### src/rtl/switch_debounce.sv
// Synchronises and debounces raw DIP switch pins, producing debounced levels,
// per-bit rise/fall strobes and a sticky software-clearable change flag.
module switch_debounce #(
    parameter int WIDTH           = 8,
    parameter int DEBOUNCE_CYCLES = 1000000
) (
    input  logic             clk,
    input  logic             reset,
    input  logic [WIDTH-1:0] sw_raw,
    output logic [WIDTH-1:0] switch,
    output logic [WIDTH-1:0] rise,
    output logic [WIDTH-1:0] fall,
    output logic             chg_flag,
    input  logic             chg_clr
);

    localparam int CNT_W = $clog2(DEBOUNCE_CYCLES);
    localparam logic [CNT_W-1:0] CNT_TERM = CNT_W'(DEBOUNCE_CYCLES - 1);
    localparam logic [CNT_W-1:0] CNT_ONE  = CNT_W'(1);

    logic [WIDTH-1:0] r_s1;
    logic [WIDTH-1:0] r_s;
    logic [WIDTH-1:0] r_switch;
    logic [WIDTH-1:0] r_rise;
    logic [WIDTH-1:0] r_fall;
    logic             r_chg_flag;
    logic [CNT_W-1:0] r_cnt [WIDTH];

    logic [WIDTH-1:0] w_differs;
    logic [WIDTH-1:0] w_update;
    logic             w_any_update;

    // A bit updates only after it has disagreed with its debounced level for
    // DEBOUNCE_CYCLES consecutive edges; the counter never passes CNT_TERM.
    always_comb begin
        w_differs = r_s ^ r_switch;
        w_update  = '0;
        for (int i = 0; i < WIDTH; i++) begin
            w_update[i] = w_differs[i] && (r_cnt[i] == CNT_TERM);
        end
        w_any_update = |w_update;
    end

    always_ff @(posedge clk) begin
        if (reset) begin
            r_s1       <= '0;
            r_s        <= '0;
            r_switch   <= '0;
            r_rise     <= '0;
            r_fall     <= '0;
            r_chg_flag <= 1'b0;
            for (int i = 0; i < WIDTH; i++) begin
                r_cnt[i] <= '0;
            end
        end else begin
            r_s1 <= sw_raw;
            r_s  <= r_s1;
            for (int i = 0; i < WIDTH; i++) begin
                if (!w_differs[i]) begin
                    r_cnt[i] <= '0;
                end else if (w_update[i]) begin
                    r_switch[i] <= r_s[i];
                    r_cnt[i]    <= '0;
                end else begin
                    r_cnt[i] <= r_cnt[i] + CNT_ONE;
                end
            end
            r_rise <= w_update & r_s;
            r_fall <= w_update & ~r_s;
            // A transition on the same edge as a clear keeps the flag set.
            if (w_any_update) begin
                r_chg_flag <= 1'b1;
            end else if (chg_clr) begin
                r_chg_flag <= 1'b0;
            end
        end
    end

    assign switch   = r_switch;
    assign rise     = r_rise;
    assign fall     = r_fall;
    assign chg_flag = r_chg_flag;

endmodule

### config.mk
export PLATFORM = sky130hd
export DESIGN_NAME = switch_debounce
export DESIGN_NICKNAME = d
export VERILOG_FILES = /design/src/rtl/switch_debounce.sv
export SDC_FILE = /design/constraint.sdc
export NUM_CORES = 1
export LEC_CHECK = 0
export ABC_AREA = 0
export CAP_MARGIN = 20
export CELL_PAD_IN_SITES_DETAIL_PLACEMENT = 1
export CELL_PAD_IN_SITES_GLOBAL_PLACEMENT = 2
export CORE_ASPECT_RATIO = 1.5
export CORE_MARGIN = 3
export CORE_UTILIZATION = 43
export CTS_BUF_LIST = sky130_fd_sc_hd__clkbuf_8
export CTS_CLUSTER_SIZE = 25
export DETAILED_ROUTE_END_ITERATION = 10
export PLACE_DENSITY = 0.86
export SLEW_MARGIN = 20
export SYNTH_ARGS = -nofsm -noshare
export SYNTH_HDL_FRONTEND = slang
export SYNTH_SLANG_ARGS = --single-unit
### constraint.sdc
create_clock -name clk -period 2.5 [get_ports clk]
set_clock_uncertainty 0.1 [all_clocks]
set_input_delay 0.5 -clock clk [delete_from_list [all_inputs] [get_ports clk]]
set_output_delay 0.5 -clock clk [all_outputs]
set_load 0.02 [all_outputs]
[Word level (Yosys, flattened, before mapping)]
Memory sizes are Yosys's and may differ from the RTL's.
Index checks and enable logic that the tools add are counted.
Cells by class
  reductions and logical operators: 18
  equal/unequal tests: 8
  add/sub/neg operators: 8
  mux-type cells: 116
  bitwise operators: 28
Operators with widths (count)
  $mux W20: 24
  $add A20 B1 Y20 const B: 8
  $eq A20 B20 Y1 const B: 8
  $mux W1: 92
  $or A1 B1 Y1: 24
  $and A8 B8 Y8: 2
  $reduce_and A2 Y1: 8
  $logic_and A1 B1 Y1: 8
  $not A8 Y8: 1
  $reduce_or A8 Y1: 1
  $xor A8 B8 Y8: 1
  $reduce_bool A2 Y1: 1
Word-level totals
  memories kept: 1
  word-level logic and storage cells: 192
  bits in registers: 41
  memory bits (writable): 160
Memory list
  r_cnt: words 8, width 20, read ports 8, clocked after Yosys merged registers in 0, write ports 8, line 27  | logic [CNT_W-1:0] r_cnt [WIDTH];

[Longest topological paths before layout]
  depth in word-level cells: 8
  depth in mapped cells: 9

[Worst setup path after synthesis]
No wires, ideal clock.
  kind: register -> register
  from: memory r_cnt[0][67] (netlist name)
  to: memory r_cnt[0][73] (netlist name) (data pin)
  data arrival time: 1.876 ns
  path buffers: 2
  setup time: 0.255 ns
  stages on the path, launching flop included: 7
  path slack: 0.269 ns
  path through: edfxtp_1 or4_4 or4_4 buf_6 nand2_8 buf_12 nor2_2
RTL lines (line)
  from (decl): 27

==> flow_metrics.tcl <==
set metrics [dict create \
    power.switching_fraction_pct 23.07 \
    power_per_cell_area_nw_per_um2 577.5 \
    path_max_fanout 5 \
    grt_antenna_before_repair 0 \
    grt-ovfl-total 0 \
    h-tree-depth 2 \
    area_growth_pct 20.57 \
    detailroute.via_count 7260 \
    power_report.internal_total_mw 5.380 \
    final.period_utilization_pct 93.03 \
    route.detailed.vias_per_inst 4.969 \
    placement.io_buffers 35 \
    vertical_die_dimension_um 193.2 \
    cts_tree "yes" \
    ys_seq_area_share_pct 56.02 \
    layout.filler_cells 2564 \
    final_critical_path_setup_slack_ns 0.1742 \
    gr-usage-all-layers_pct 17.98 \
    layout-drive-gt1-share_pct 8.270 \
    grt_max_degree 22 \
    synth_largest_area_cell "edfxtp_1" \
    setup_viol 0 \
    worstSetupEndpointType "register" \
    p_seq_share_pct 55.4 \
    fin_nets 1179 \
    drv_cap 0 \
    io_pins 36 \
    combPwrFrac_pct 4.2 \
    timing.final.hold_violations 0 \
    initial_core_util_pct 44.37 \
    fmax_ghz 0.4300 \
    drt_first_pass_iters 4 \
    clkTransAtPathRegs_ns 0.06 \
    design.core.area_um2 22630 \
    post_cts_resized 0 \
    ys_top_cells_by_area "edfxtp_1 (48%), dfxtp_1 (8.2%), nor2_1 (7.0%)" \
    critical_path.startpoint_type "register" \
    wire_per_inst_um 14.60 \
    postCtsHoldBufs 0 \
    final-max-slew-violation-count 0 \
    die-area_um2 25260 \
    leakagePower_nw 4.296 \
    route.final.wire_length_um 21330 \
    synth.yosys.warnings 0 \
    netlist_area_um2 10040 \
    yosysTopAreaCellShare_pct 47.84 \
    max-slew-margin-rel_pct 60.13 \
    std_cell_rows 67 \
    fin_setup_tns_ns 0 \
    timing.reg2reg.setup_slack_ns 0.17 \
    vdd_ir_drop_max_v 0.0004094 \
    first_global_vias 7838 \
    clock_tree.root_cell "clkbuf_8" \
    hold_class "in -> reg" \
    clock_network_fraction_of_total_power_pct 40.4 \
    remaining_drcs 0 \
    yosys.cell_types.count 46 \
    cts_buffers 34 \
    net-switching-power_mw 1.613 \
    floorplan.die.width_um 130.8 \
    drt.antenna.violating_nets 0 \
    sequential_cell_area_um2 5625 \
    clockBufferDepth 3 \
    antenna_cells_inserted 0 \
    timing.critical_path.required_ns 2.83 \
    mostFrequentLayoutCells "nor2_1 (186), edfxtp_1 (160), conb_1 (160)" \
    insertion_delay_ns 0.52 \
    cts.sink_count 201 \
    dp_hpwl_um 15590 \
    status "finished, final reports clean" \
    post_synth.cell_area_avg_um2 10.87 \
    drtIter0Drc 298 \
    period_needed_ns 2.326 \
    gpl.final_weighted_congestion 0.7927 \
    mostFrequentLayoutCell "nor2_1" \
    cp_data_arrival_time_ns 2.65 \
    timing_worst_setup_path_type "reg -> reg" \
    synthCells 924 \
    worstMarginPinSlew_ns 0.5926 \
    setup_fix_bufs_post_cts 0 \
    multiInputGateArea_um2 4841 \
    grt_pass1_wl_um 36850 \
    rsz0062_at_grt "false" \
    worst_slack_placed_ns 0.1133 \
    synth_seq_cells 201 \
]
[synthesized netlist by cell type (all sizes together)]
cell and n:
nor2 196, edfxtp 160, xor2 76, xnor2 75, nand2 59, nand3 57, nand4 45, dfxtp 41
nor4b 25, and3 23, nor3 22, nor2b 17, and4 16, clkbuf 16, nor4 15, inv 14
ha 8, buf 7, or3 7, mux2i 6, nor4bb 6, or4 5, a21oi 4, and2 4
nand4b 3, nor3b 3, a2111oi 2, nand2b 2, o21ai 2, or4b 2, and4b 1, conb 1
nand3b 1, nand4bb 1, o41ai 1, or2 1
[state kept, by name, indices dropped and copies added (netlist names)]
register / flops
chg_flag: 1
fall: 8
r_cnt: 160
r_s: 8
r_s1: 8
rise: 8
switch: 8
[per-layer routing]
layer,part of all wire [%],global-route usage [%]
met1,42,20.98
met2,53,32.93
met5,0,0
met3,3.0,3.280
met4,2.3,5.859
[logic make-up (layout without fill, tap and decap cells)]
kind of cell | after synthesis | in the layout | synth area share [%]
flops | 201 | 201 | 56.02
mux | 6 | 6 | 0.5981
other cells | 1 | 160 | 0.03734
xor+xnor | 151 | 151 | 13.17
fa+ha+maj | 8 | 8 | 0.9968
compound gates | 9 | 9 | 0.5607
simple gates | 511 | 511 | 26.85
buf+inv | 37 | 139 | 1.769
[power by group through the flow]
stage	Sequential, mW	Combinational, mW	Clock, mW
3_5_place_dp	3.94	0.287	0
2_1_floorplan	3.90	0.216	0
5_1_grt	3.89	0.342	3.11
6_report	3.87	0.295	2.83
3_3_place_gp	3.94	0.284	0
4_1_cts	3.87	0.291	2.96
[through the flow]
| stage | instances | utilization, % | hold WS, ns | total power [mW] | cell area, um2 |
|---|---|---|---|---|---|
| final | 1461 | 53.49 | 0.3109 | 6.993 | 12110 |
| after global routing | 1461 | 53.49 | 0.3154 | 7.349 | 12110 |
| after global placement | 1400 | 50.57 | 0.3160 | 4.219 | 11450 |
| after detailed placement | 1400 | 50.57 | 0.3373 | 4.230 | 11450 |
| after CTS | 1461 | 53.47 | 0.2769 | 7.126 | 12100 |
| after floorplan | 1083 | - | 0.3138 | 4.118 | 10640 |
[layout make-up]
| class | instances | area share [%] |
|---|---|---|
| clock buffers | 42 | 4.774 |
| clock inverters | 19 | 0.6407 |
| multi-input cells | 845 | 39.98 |
| repair buffers | 64 | 4.857 |
| inverters | 14 | 0.4340 |
| well taps | 276 | 2.852 |
| flip-flops and latches | 201 | 46.46 |
[critical path: stages, from the launching register on]
cell and delay [ns]:
edfxtp_1 0.47, nand2b_1 0.20, or4b_2 0.63, nor4b_1 0.44, a2111oi_0 0.16, a21oi_1 0.23
[final timing paths]
check / from / end / depth (start not counted)
worst max-delay path: r_cnt[0][6] / chg_flag / 5
worst min-delay path: reset / switch[2] / 2
worst max register to register: r_cnt[0][6] / chg_flag / 5
worst min register to register: r_s1[4] / r_s[4] / 1
Note: power is estimated with default switching activity, not from simulation.
